**src/rtl/sao_sched_pkg.sv**
```systemverilog
// Shared limits, width helpers and one-hot decode for the SAO slot scheduler.
// Imported by the arbiter and the scheduler top.
package sao_sched_pkg;

    localparam int MULT_MIN = 2;
    localparam int MULT_MAX = 16;
    localparam int NREQ_MIN = 2;
    localparam int NREQ_MAX = 8;

    localparam int MULT_DEF = 3;
    localparam int NREQ_DEF = 4;

    localparam int PW_MAX = 4;
    localparam int IW_MAX = 3;

    function automatic int pw_of(input int m);
        return ($clog2(m) > 1) ? $clog2(m) : 1;
    endfunction

    function automatic int iw_of(input int n);
        return ($clog2(n) > 1) ? $clog2(n) : 1;
    endfunction

    localparam int PW = pw_of(MULT_DEF);
    localparam int IW = iw_of(NREQ_DEF);

    // Zero input decodes to index 0.
    function automatic logic [IW_MAX-1:0] onehot2idx(
        input logic [NREQ_MAX-1:0] oh
    );
        logic [IW_MAX-1:0] idx;
        idx = '0;
        for (int i = 0; i < NREQ_MAX; i++) begin
            if (oh[i]) begin
                idx = idx | IW_MAX'(i);
            end
        end
        return idx;
    endfunction

endpackage

```
**src/rtl/sao_rr_arb.sv**
```systemverilog
// Combinational round-robin search: first set request at or after ptr,
// wrapping modulo NREQ.
module sao_rr_arb
    import sao_sched_pkg::*;
#(
    parameter int NREQ = NREQ_DEF,
    localparam int IDW = iw_of(NREQ)
) (
    input  logic [NREQ-1:0] req_i,
    input  logic [IDW-1:0]  ptr_i,
    output logic [NREQ-1:0] gnt_o,
    output logic            vld_o,
    output logic [IDW-1:0]  idx_o
);

    int             k;
    logic [IDW-1:0] kk;

    always_comb begin
        gnt_o = '0;
        vld_o = 1'b0;
        idx_o = '0;
        k     = 0;
        kk    = '0;
        for (int i = 0; i < NREQ; i++) begin
            k = int'(ptr_i) + i;
            if (k >= NREQ) begin
                k = k - NREQ;
            end
            kk = IDW'(k);
            if (!vld_o && req_i[kk]) begin
                vld_o     = 1'b1;
                gnt_o[kk] = 1'b1;
                idx_o     = kk;
            end
        end
    end

endmodule

```
**src/rtl/sao_slot_sched.sv**
```systemverilog
// SAO datapath slot scheduler: phase counter, slow-domain strobe and
// reserved slot, plus registered round-robin grant of the shared slot.
module sao_slot_sched
    import sao_sched_pkg::*;
#(
    parameter int MULT = MULT_DEF,
    parameter int NREQ = NREQ_DEF,
    localparam int PHW = pw_of(MULT),
    localparam int IDW = iw_of(NREQ)
) (
    input  logic            clk,
    input  logic            arst,
    input  logic            en,
    input  logic            sclr,
    input  logic [NREQ-1:0] req,
    output logic [NREQ-1:0] gnt,
    output logic [IDW-1:0]  gnt_id,
    output logic [PHW-1:0]  phase,
    output logic            slow_ce,
    output logic            rsv
);

    localparam logic [PHW-1:0] PH_LAST = PHW'(MULT - 1);
    localparam logic [IDW-1:0] ID_LAST = IDW'(NREQ - 1);

    logic [PHW-1:0]  phase_q, phase_d, phase_inc;
    logic [IDW-1:0]  ptr_q, ptr_d;
    logic [NREQ-1:0] gnt_q, gnt_d;
    logic [IDW-1:0]  gnt_id_q, gnt_id_d;
    logic            slow_ce_q, slow_ce_d;
    logic            rsv_q, rsv_d;

    logic [NREQ-1:0] arb_req;
    logic [NREQ-1:0] arb_gnt;
    logic            arb_vld;
    logic [IDW-1:0]  arb_idx;

    // Current holder is masked so nobody gets two slots back to back.
    assign arb_req = req & ~gnt_q;

    sao_rr_arb #(
        .NREQ (NREQ)
    ) u_arb (
        .req_i (arb_req),
        .ptr_i (ptr_q),
        .gnt_o (arb_gnt),
        .vld_o (arb_vld),
        .idx_o (arb_idx)
    );

    assign phase_inc = (phase_q == PH_LAST) ? '0 : phase_q + PHW'(1);

    always_comb begin
        phase_d   = phase_q;
        ptr_d     = ptr_q;
        gnt_d     = '0;
        slow_ce_d = 1'b0;
        if (sclr) begin
            phase_d = '0;
            ptr_d   = '0;
        end else if (en) begin
            phase_d   = phase_inc;
            slow_ce_d = (phase_inc == PH_LAST);
            // Phase 0 belongs to the slow-domain writeback.
            if ((phase_inc != '0) && arb_vld) begin
                gnt_d = arb_gnt;
                ptr_d = (arb_idx == ID_LAST) ? '0 : arb_idx + IDW'(1);
            end
        end
        gnt_id_d = IDW'(onehot2idx(NREQ_MAX'(gnt_d)));
        rsv_d    = (phase_d == '0);
    end

    always_ff @(posedge clk or posedge arst) begin
        if (arst) begin
            phase_q   <= '0;
            ptr_q     <= '0;
            gnt_q     <= '0;
            gnt_id_q  <= '0;
            slow_ce_q <= 1'b0;
            rsv_q     <= 1'b1;
        end else begin
            phase_q   <= phase_d;
            ptr_q     <= ptr_d;
            gnt_q     <= gnt_d;
            gnt_id_q  <= gnt_id_d;
            slow_ce_q <= slow_ce_d;
            rsv_q     <= rsv_d;
        end
    end

    assign gnt     = gnt_q;
    assign gnt_id  = gnt_id_q;
    assign phase   = phase_q;
    assign slow_ce = slow_ce_q;
    assign rsv     = rsv_q;

endmodule
```
**config.mk**
```make
export PLATFORM = sky130hd
export DESIGN_NAME = sao_slot_sched
export DESIGN_NICKNAME = d
export VERILOG_FILES = /design/src/rtl/sao_sched_pkg.sv /design/src/rtl/sao_rr_arb.sv /design/src/rtl/sao_slot_sched.sv
export SDC_FILE = /design/constraint.sdc
export NUM_CORES = 1
export LEC_CHECK = 0
export ABC_AREA = 1
export CAP_MARGIN = 20
export CORE_MARGIN = 1.5
export CORE_UTILIZATION = 30
export CTS_BUF_LIST = sky130_fd_sc_hd__clkbuf_8 sky130_fd_sc_hd__clkbuf_16
export CTS_CLUSTER_SIZE = 14
export DETAILED_ROUTE_END_ITERATION = 10
export GPL_ROUTABILITY_DRIVEN = 0
export GPL_TIMING_DRIVEN = 0
export PLACE_DENSITY_LB_ADDON = 0.12
export SYNTH_ARGS = -nofsm -noshare
export SYNTH_HDL_FRONTEND = slang
export SYNTH_SLANG_ARGS = --single-unit
```
**constraint.sdc**
```tcl
create_clock -name clk -period 1.7 [get_ports clk]
set_input_delay 0.34 -clock clk [delete_from_list [all_inputs] [get_ports clk]]
set_output_delay 0.34 -clock clk [all_outputs]
set_load 0.05 [all_outputs]
```
; Yosys cells after proc, flatten, opt, wreduce, memory -nomap -nowiden
; Index checks and enable logic that the tools add are counted.
[classes]
n_addsub = 9
order_cmp = 12
eq_ne = 3
mux = 47
bitwise = 5
reduce_logical = 16
[op_table]
columns = operator, n
row1 = two-way mux 2 bit, 17
row2 = two-way mux 4 bit, 7
row3 = two-way mux 1 bit, 15
row4 = less-than comparator 2 x 3 -> 1 bit (second input constant), 4
row5 = OR 4 bit, 3
row6 = greater-or-equal comparator 3 bit (second input constant), 3
row7 = binary-select mux 1 bit (select 2 bit), 4
row8 = demux 1 bit (select 2 bit), 4
row9 = greater-or-equal comparator 2 x 1 -> 1 bit (second input constant), 4
row10 = logical AND 1 bit, 8
row11 = subtractor 2 x 1 -> 2 bit (second input constant), 4
row12 = adder 2 x 2 -> 3 bit (second input constant), 2
row13 = equality test 2 bit (second input constant), 3
row14 = nonzero test 2 bit, 3
row15 = adder 2 x 1 -> 2 bit (second input constant), 2
row16 = AND 4 bit, 1
row17 = inverter 4 bit, 1
row18 = adder 2 x 1 -> 3 bit (second input constant), 1
row19 = greater-or-equal comparator 2 x 3 -> 1 bit (second input constant), 1
row20 = zero test 1 bit, 3
row21 = zero test 2 bit, 1
row22 = AND reduction 2 bit, 1
[word_totals]
register_bits = 12
in_bits = 8
output_inout_bits = 10
elab_cells = 98

; Logic depth before layout (Yosys ltp)
; Gate-level depths: netlist of the first run.
[logic_depth]
word_depth = 21
mapped_depth = 13
ltp_nobuf = 12

; Cells and area by module
; A second synthesis of the first run with hierarchy kept.
[hier_totals]
hier_cells = 134
hier_area_um2 = 948.4
[modules_own_cells]
columns = module, instances, cells_per_inst, area_per_inst_um2, seq_area_each_um2
row1 = sao_slot_sched, 1, 60, 508.0, 301.5
row2 = sao_rr_arb, 1, 74, 440.4, 0.0

; Worst setup path before layout of the first run
; OpenSTA, ideal clock, no wires.
[synth_timing]
path_kind = reg2reg
from = register ptr_q[0]
to = register ptr_q[1]
setup_time_ns = 0.117
arrival_ns = 1.736
slack_ns = -0.153
stages_incl_launch_ff = 14
n_path_buf = 1
period_less_slack_ns = 1.853
path_cell_list = dfrtp_1 > buf_6 > inv_8 > ha_1 > inv_1 > nand3_1 > nand2_4 > nand3_2 > nor2_1 > nor2_1 > nand2_1 > nand2_1 > nand3_1 > nand2_1
[synth_via]
elab_chain_len = 19
[synth_lines]
columns = item, line_no
row1 = start: declaration, sao_slot_sched.sv:27  ; logic [IDW-1:0] ptr_q, ptr_d;
row2 = start signal: assignment, sao_slot_sched.sv:84  ; ptr_q <= ptr_d;
row3 = "parallel branches: the longest is 19 deep, another holds adder 2 x 1 -> 3 bit", --
; Parallel ways; which one is timed is not known. The select of a mux whose other input is x is not followed.
; A chain may end at the register's enable or synchronous reset.

; Final worst setup path of the first run
[layout_timing]
from = input port req[3]
to = register gnt_id_q[1] (netlist: gnt_id[1])
[layout_via]
elab_chain_len = 19
[layout_lines]
columns = item, line_no
row1 = start: declaration, sao_slot_sched.sv:15  ; input logic [NREQ-1:0] req,
row2 = AND 4 bit (*), sao_slot_sched.sv:39  ; assign arb_req = req & ~gnt_q;
row3 = binary-select mux 1 bit (select 2 bit), sao_rr_arb.sv:31  ; if (!vld_o && req_i[kk]) begin
row4 = two-way mux 1 bit (not written as such), sao_rr_arb.sv:31
row5 = two-way mux 1 bit, sao_rr_arb.sv:31
row6 = zero test 1 bit, sao_rr_arb.sv:31
row7 = logical AND 1 bit, sao_rr_arb.sv:31
row8 = two-way mux 1 bit, sao_rr_arb.sv:31
row9 = zero test 1 bit, sao_rr_arb.sv:31
row10 = [4 not listed], --
row11 = two-way mux 1 bit, sao_rr_arb.sv:31
row12 = logical AND 1 bit, sao_slot_sched.sv:65  ; if ((phase_inc != '0) && arb_vld) begin
row13 = two-way mux 4 bit (*), sao_slot_sched.sv:65
row14 = two-way mux 4 bit (*), sao_slot_sched.sv:61  ; end else if (en) begin
row15 = two-way mux 4 bit (*), sao_slot_sched.sv:58  ; if (sclr) begin
row16 = two-way mux 2 bit, sao_sched_pkg.sv:34  ; if (oh[i]) begin
row17 = two-way mux 2 bit (*), sao_sched_pkg.sv:34
row18 = net gnt_id_d[1], sao_slot_sched.sv:29  ; logic [IDW-1:0] gnt_id_q, gnt_id_d;
row19 = end signal: assignment, sao_slot_sched.sv:86  ; gnt_id_q <= gnt_id_d;
row20 = end: declaration, sao_slot_sched.sv:29
; Mark *: on every way through the listed nets, which the timed path passes. The rest lies on a longest branch. The select of a mux whose other input is x is not followed.

==> impl_metrics.py, run 1 <==
metrics = {
    "run_status": {
        "outcome": "complete, but fails checks",
        "violations": "negative setup slack",
    },
    "cells_and_area": {
        "fin_nets": 190,
        "drive_gt1_share_pct": 39.9,
        "n_fill_cell": 374,
        "num_antenna_cells": 0,
        "fin_cells": 221,
        "area_growth_pct": 48.1,
        "fin_util_pct": 45.8,
        "post-route-cell-area_mm2": 0.00166,
    },
    "power": {
        "clkPwrFrac_pct": 8.0,
        "switching_power_w": 0.00164,
        "ir_drop_mv": 0.766,
        "seqPwrFrac_pct": 13.6,
        "internal_power_w": 0.00151,
        "powerDensity_mw_per_mm2": 1890,
        "switching_share_pct": 52.0,
        "p_leak_nw": 0.839,
        "power_frac_comb_pct": 78.4,
    },
    "synthesis": {
        "synth_common_cells": "nand2_1, nand3_1, inv_1",
        "synth_top_family_by_area": "simple AND/OR/NAND/NOR gates",
        "ys_top_cells_by_area": "dfrtp_1, nand2_1, ha_1",
        "ys_warn_count": 0,
        "synth_top_area_cell": "dfrtp_1",
        "yosys.area_share.simple_pct": 47.9,
        "seq_area_frac_synth_pct": 26.8,
        "synth_adder_area_share_pct": 8.91,
        "synth.most_common_cell": "nand2_1",
        "synth_edf_count": 0,
        "synth-xor-area-share_pct": 0,
        "synth_cells": 141,
        "syn_avg_cell_area_um2": 7.97,
        "synthDistinctLibCells": 25,
        "synth_compound_area_share_pct": 6.24,
        "netlist_area_mm2": 0.00112,
        "ys.flop_type": "dfrtp_1",
        "synth_fp_nets": 157,
        "synth_top_area_share_pct": 24.5,
        "synthMuxAreaShare_pct": 0,
        "ys_ff_latch": 12,
        "async_flop_share_pct": 100,
    },
    "place": {
        "portBuffers": 17,
        "hpwl_um": 2070,
        "placed_cell_area_mm2": 0.00139,
        "pre_cts_ws_ns": -0.274,
        "place_inst": 206,
    },
    "floorplanning": {
        "core_area_mm2": 0.00363,
        "die_w_um": 64.2,
        "num_io_pins": 18,
        "rows": 22,
        "start_util_pct": 30.9,
        "die_h_um": 64.2,
        "dieArea_mm2": 0.00412,
    },
    "clocking": {
        "clk-insertion-delay-late_ns": 0.23,
        "tritoncts": "done",
        "numCtsBuffers": 3,
        "clock_path_buffers": 2,
        "root_buffer": "clkbuf_8",
        "path_clk_slew_ns": 0.05,
        "clock-sinks": 12,
        "cts-htree-levels": 1,
    },
    "global_routing": {
        "grt_overflow": 0,
        "grt_pass1_vias": 1033,
        "grt_max_degree": 13,
        "grt_pass1_wl_um": 5060,
        "antenna_found_initial": 0,
        "track_usage_pct": 15.9,
    },
    "timing": {
        "skew_ns": 0.000360,
        "fmax_mhz": 573,
        "finalSetupViolCount": 7,
        "worstMarginPinSlew_ns": 0.495,
        "maxSlewHeadroom_pct": 66.9,
        "finalCriticalPeriod_ns": 1.74,
        "rsz0062_at_grt": "yes",
        "hold_viol_final": 0,
        "maxSlewViolCount": 0,
        "finalCritPeriodShare_pct": 103,
        "fin_ws_ns": -0.0437,
    },
    "routing": {
        "drt_pre_antenna_iters": 4,
        "post_drt_wl_per_cell_um": 13.5,
        "drtIter0Drc": 38,
        "routed-via-count": 1038,
        "drt-vias-per-instance": 4.70,
        "routed_wirelength_um": 2980,
        "drcViolationCount": 0,
        "final_antenna_net_count": 0,
    },
    "setup_path": {
        "cp_max_fo": 4,
        "cp-start-kind": "input pin",
        "cp.arrival_ns": 1.86,
        "end_kind": "flop",
        "worstSetupPathType": "input pin to flop",
        "required_ns": 1.81,
    },
    "job": {
        "maxCapViolations": 0,
    },
    "hold_path": {
        "hold_path_class": "input pin to async pin",
    },
}
-- per-layer routing --
metal / routed length (um) / global-route usage [%] / vias up / share of wire (%)
li1: - / - / 521 / -
met1: 1330 / 21.0 / 492 / 45
met2: 1550 / 27.6 / 25 / 52
met3: 97 / 1.76 / 0 / 3.3
met4: 0 / 3.99 / 0 / 0
met5: 0 / 0 / - / 0
-- layout by cell type (no fill, tap or decap), types with 2 or more instances in the layout --
cell type         n
inv_4             3
inv_1            16
dlygate4sd2_1     9
dfrtp_2           6
nand3_2          12
nor2_1            6
nor2_2            2
nand3_1           9
buf_12            2
ha_1              7
nand2_1          34
clkbuf_8          3
clkdlybuf4s50_1   7
a21oi_1           5
buf_4             6
nand2_2           6
nand3_4           9
dfrtp_1           5
buf_6             2
nand2_4           4
o21ai_2           3
buf_8             2
nand4_1           2
-- path summary, 6_finish.rpt --
path	slack [ns]	to	cells after the start	from
max	-0.04	gnt_id[1]	11	req[3]
min	0.41	gnt_id[1]	2	arst
max reg2reg	-0.02	ptr_q[1]	14	ptr_q[0]
min reg2reg	0.53	phase[0]	1	phase[0]
max in group asynchronous	0.95	rsv	2	arst
min in group clk	0.53	phase[0]	1	phase[0]
-- state kept, by name (all words and copies together), names as in the netlist --
signal,cells
gnt,4
rsv,1
slow_ce,1
gnt_id,2
ptr_q,2
phase,2
-- stage by stage --
| step | TNS, ns | hold WS (ns) | power [W] |
|---|---|---|---|
| 2_1_floorplan | -0.000755 | 0.204 | 0.00193 |
| 3_3_place_gp | -1.67 | 0.518 | 0.00232 |
| 3_5_place_dp | -1.71 | 0.523 | 0.00233 |
| 4_1_cts | -0.352 | 0.424 | 0.00312 |
| 5_1_grt | -0.811 | 0.445 | 0.00338 |
| 6_report | -0.160 | 0.412 | 0.00315 |
-- power groups by stage --
stage	Sequential (W)	Clock, W	Combinational, W
global route	0.000436	0.000283	0.00266
global placement	0.000423	0	0.00190
detailed placement	0.000424	0	0.00190
floorplan	0.000562	0	0.00137
CTS	0.000399	0.000260	0.00246
finish	0.000428	0.000252	0.00247
-- cell type report --
cell class | count | area, um2 | share of cell area, %
multi-input cells | 107 | 828 | 49.8
flip-flops and latches | 12 | 309 | 18.6
repair buffers | 29 | 307 | 18.4
inverters | 20 | 95.1 | 5.71
well taps | 48 | 60.1 | 3.61
clock buffers | 3 | 41.3 | 2.48
plain buffers | 1 | 20.0 | 1.20
clock inverters | 1 | 3.75 | 0.226
-- critical path, stage by stage --
cell and delay [ns]:
clkdlybuf4s50_1 0.56, nand3_4 0.12, nand3_4 0.10, nand2_4 0.08
buf_6 0.13, nand3_4 0.10, inv_4 0.05, nand2_1 0.08
nand3_2 0.08, o21ai_2 0.14, nand2_1 0.07
-- what timing repair did --
action / CTS / global route
endpoints found under the setup margin: 17 / 9
gates resized for setup: 36 / 6
hold buffers: 0 / 0
gates cloned: 1 / 0
setup buffers: 10 / 1
pin swaps: 14 / 7
-- cells by family after synthesis --
logic type / Yosys count
AOI/OAI and AO/OA: 11
adders and majority gates: 8
buffers and inverters: 22
DFF: 12
and+or+nand+nor: 88
No activity file was read; power rests on OpenSTA's default activity.
==> inputs of run 2 (changes only) <==
Settings changed: SLEW_MARGIN set to 20.
Clock period 1.7 ns to 1.69 ns, I/O delays scaled along.
==> run 2 against run 1 <==
First-iteration DRC count rose by 84%; cell area up 7.7%; routed wire length rose by 7.8%; largest cell class unchanged; register-to-register slack worse by 0.03 ns; sequential cell count unchanged; highest routed layer is now met4; clock power is 25% higher; clock skew rose by 0.0031 ns; cell count up 1.8%; sequential power down 8.6%; global-route usage down 0.50 points; the flow still finishes with violations (negative setup slack); non-clock buffer count grew 4; critical endpoint is now gnt_id[0].
==> impl_metrics.py, run 2 (synthesized netlist as in run 1, its figures left out) <==
metrics = {
    "cells_and_area": {
        "largest_register_ffs": 4,
        "fin_util_pct": 49.3,
        "final_cell_mix": "nand2_1, inv_1, nand3_4",
        "drive_gt1_share_pct": 47.5,
        "num_antenna_cells": 0,
        "area_growth_pct": 59.6,
        "regArea_um2": 308,
        "layout_commonest_cell": "nand2_1",
        "fin_nets": 194,
        "n_fill_cell": 371,
        "multi_input_comb_area_um2": 925,
    },
    "setup_path": {
        "worst_r2r_path_depth": 10,
        "end_kind": "flop",
        "reg2reg_slack_ns": -0.05,
        "crit_family": "simple AND/OR/NAND/NOR gates",
        "crit_slowest_cell": "dfrtp_1",
        "cp.arrival_ns": 1.92,
        "cp-start-kind": "flop",
        "required_ns": 1.87,
        "startpoint": "ptr_q[0]",
        "rr_endpoint": "gnt_id[0]",
        "worstSetupPathType": "flop to flop",
        "worstPathCellList": "buf_6 -> inv_12 -> ha_4 -> inv_4 -> nand3_4 -> nand2_8 -> nand4_2 -> nor2_1 -> o21ai_4 -> nand2_1",
        "reg2reg_from": "ptr_q[0]",
        "cp_num_cells": 10,
        "cpPeakStageDelay_ns": 0.39,
        "cp_max_fo": 5,
        "cp_num_buf_inv": 3,
    },
    "global_routing": {
        "track_usage_pct": 15.4,
        "grt_pass1_wl_um": 4970,
        "antenna_found_initial": 0,
        "grt_overflow": 0,
        "grt_pass1_vias": 1085,
        "grt_max_degree": 13,
    },
    "clocking": {
        "clk-insertion-delay-late_ns": 0.24,
        "cts-htree-levels": 1,
        "path_clk_slew_ns": 0.06,
        "clock-sinks": 12,
        "clock_path_buffers": 2,
        "hold_buffers": 0,
        "numCtsBuffers": 3,
        "root_buffer": "clkbuf_8",
        "tritoncts": "done",
    },
    "floorplanning": {
        "dieArea_mm2": 0.00412,
        "rows": 22,
        "die_w_um": 64.2,
        "core_area_mm2": 0.00363,
        "die_h_um": 64.2,
        "num_io_pins": 18,
        "start_util_pct": 30.9,
    },
    "routing": {
        "drcViolationCount": 0,
        "post_drt_wl_per_cell_um": 14.3,
        "drt_pre_antenna_iters": 4,
        "drtIter0Drc": 70,
        "final_antenna_net_count": 0,
        "routed-via-count": 1055,
        "drt-vias-per-instance": 4.69,
        "routed_wirelength_um": 3220,
    },
    "timing": {
        "finalSetupViolCount": 8,
        "fmax_mhz": 574,
        "maxSlewHeadroom_pct": 66.4,
        "hold_viol_final": 0,
        "finalCritPeriodShare_pct": 103,
        "finalCriticalPeriod_ns": 1.74,
        "fin_ws_ns": -0.0508,
        "skew_ns": 0.00351,
        "worstMarginPinSlew_ns": 0.506,
        "rsz0062_at_grt": "yes",
        "hold_slack_ns": 0.417,
        "maxSlewViolCount": 0,
    },
    "run_status": {
        "outcome": "complete, but fails checks",
        "violations": "negative setup slack",
    },
    "hold_path": {
        "hold_path_class": "input pin to async pin",
    },
    "power": {
        "ir_drop_mv": 0.703,
        "powerDensity_mw_per_mm2": 1990,
        "p_leak_nw": 0.884,
    },
    "place": {
        "hpwl_um": 2180,
        "portBuffers": 17,
    },
    "job": {
        "maxCapViolations": 0,
    },
}
run 2: cell count changes in the layout (fill, tap and decap cells not counted), moves of 3 or more:
| cell | delta |
|---|---|
| nand2_1 | -8 |
| nand3_2 | -3 |
| buf_4 | +4 |
| nand3_4 | +4 |
| clkdlybuf4s50_1 | -3 |
| nand2_2 | +5 |
run 2: area by class of cell:
cell class	count	share of cell area (%)
clock buffers	4	3.07
flip-flops and latches	12	17.2
multi-input cells	107	51.6
inverters	20	5.58
plain buffers	2	1.74
well taps	48	3.35
repair buffers	32	17.5
run 2: routing by layer:
layer | GRT usage, % | routed length [um]
met1 | 19.9 | 1450
met2 | 27.2 | 1700
met3 | 1.06 | 48
met4 | 4.79 | 17
met5 | 0 | 0
run 2: worst max path at each step:
stage / end
6_report: gnt_id[0]
5_1_grt: ptr_q[1]
4_1_cts: ptr_q[1]
3_5_place_dp: ptr_q[1]
3_3_place_gp: ptr_q[1]
2_1_floorplan: ptr_q[1]
run 2: what timing repair did:
| action | in CTS | in global routing |
|---|---|---|
| buffers inserted | 9 | 6 |
| setup endpoints to repair | 18 | 8 |
| pin swaps | 10 | 13 |
| gates resized for setup | 33 | 30 |
run 2: where the power goes:
group	switching, W	leakage, nW	internal, W	total (W)
Combinational	0.00174	0.703	0.00113	0.00286
Clock	0.000109	0.0288	0.000206	0.000315
Sequential	0.0000356	0.152	0.000355	0.000391
run 2: stage by stage:
stage	std cells	setup TNS, ns	worst slack (ns)	area, um2	total power (W)
after floorplan	141	-0.0142	-0.00965	1160	0.00194
after CTS	219	-0.0208	-0.00785	1620	0.00313
final	225	-0.322	-0.0508	1790	0.00357
after global routing	225	-0.975	-0.136	1790	0.00380
after global placement	206	-1.55	-0.247	1390	0.00231
after detailed placement	206	-1.87	-0.290	1390	0.00235
==> inputs of run 3 (changes only) <==
Settings changed: ABC_CLOCK_PERIOD_IN_PS set to 1690.
==> results of run 3 <==
No change in the layout: final DEF, timing and power equal those of run 2.
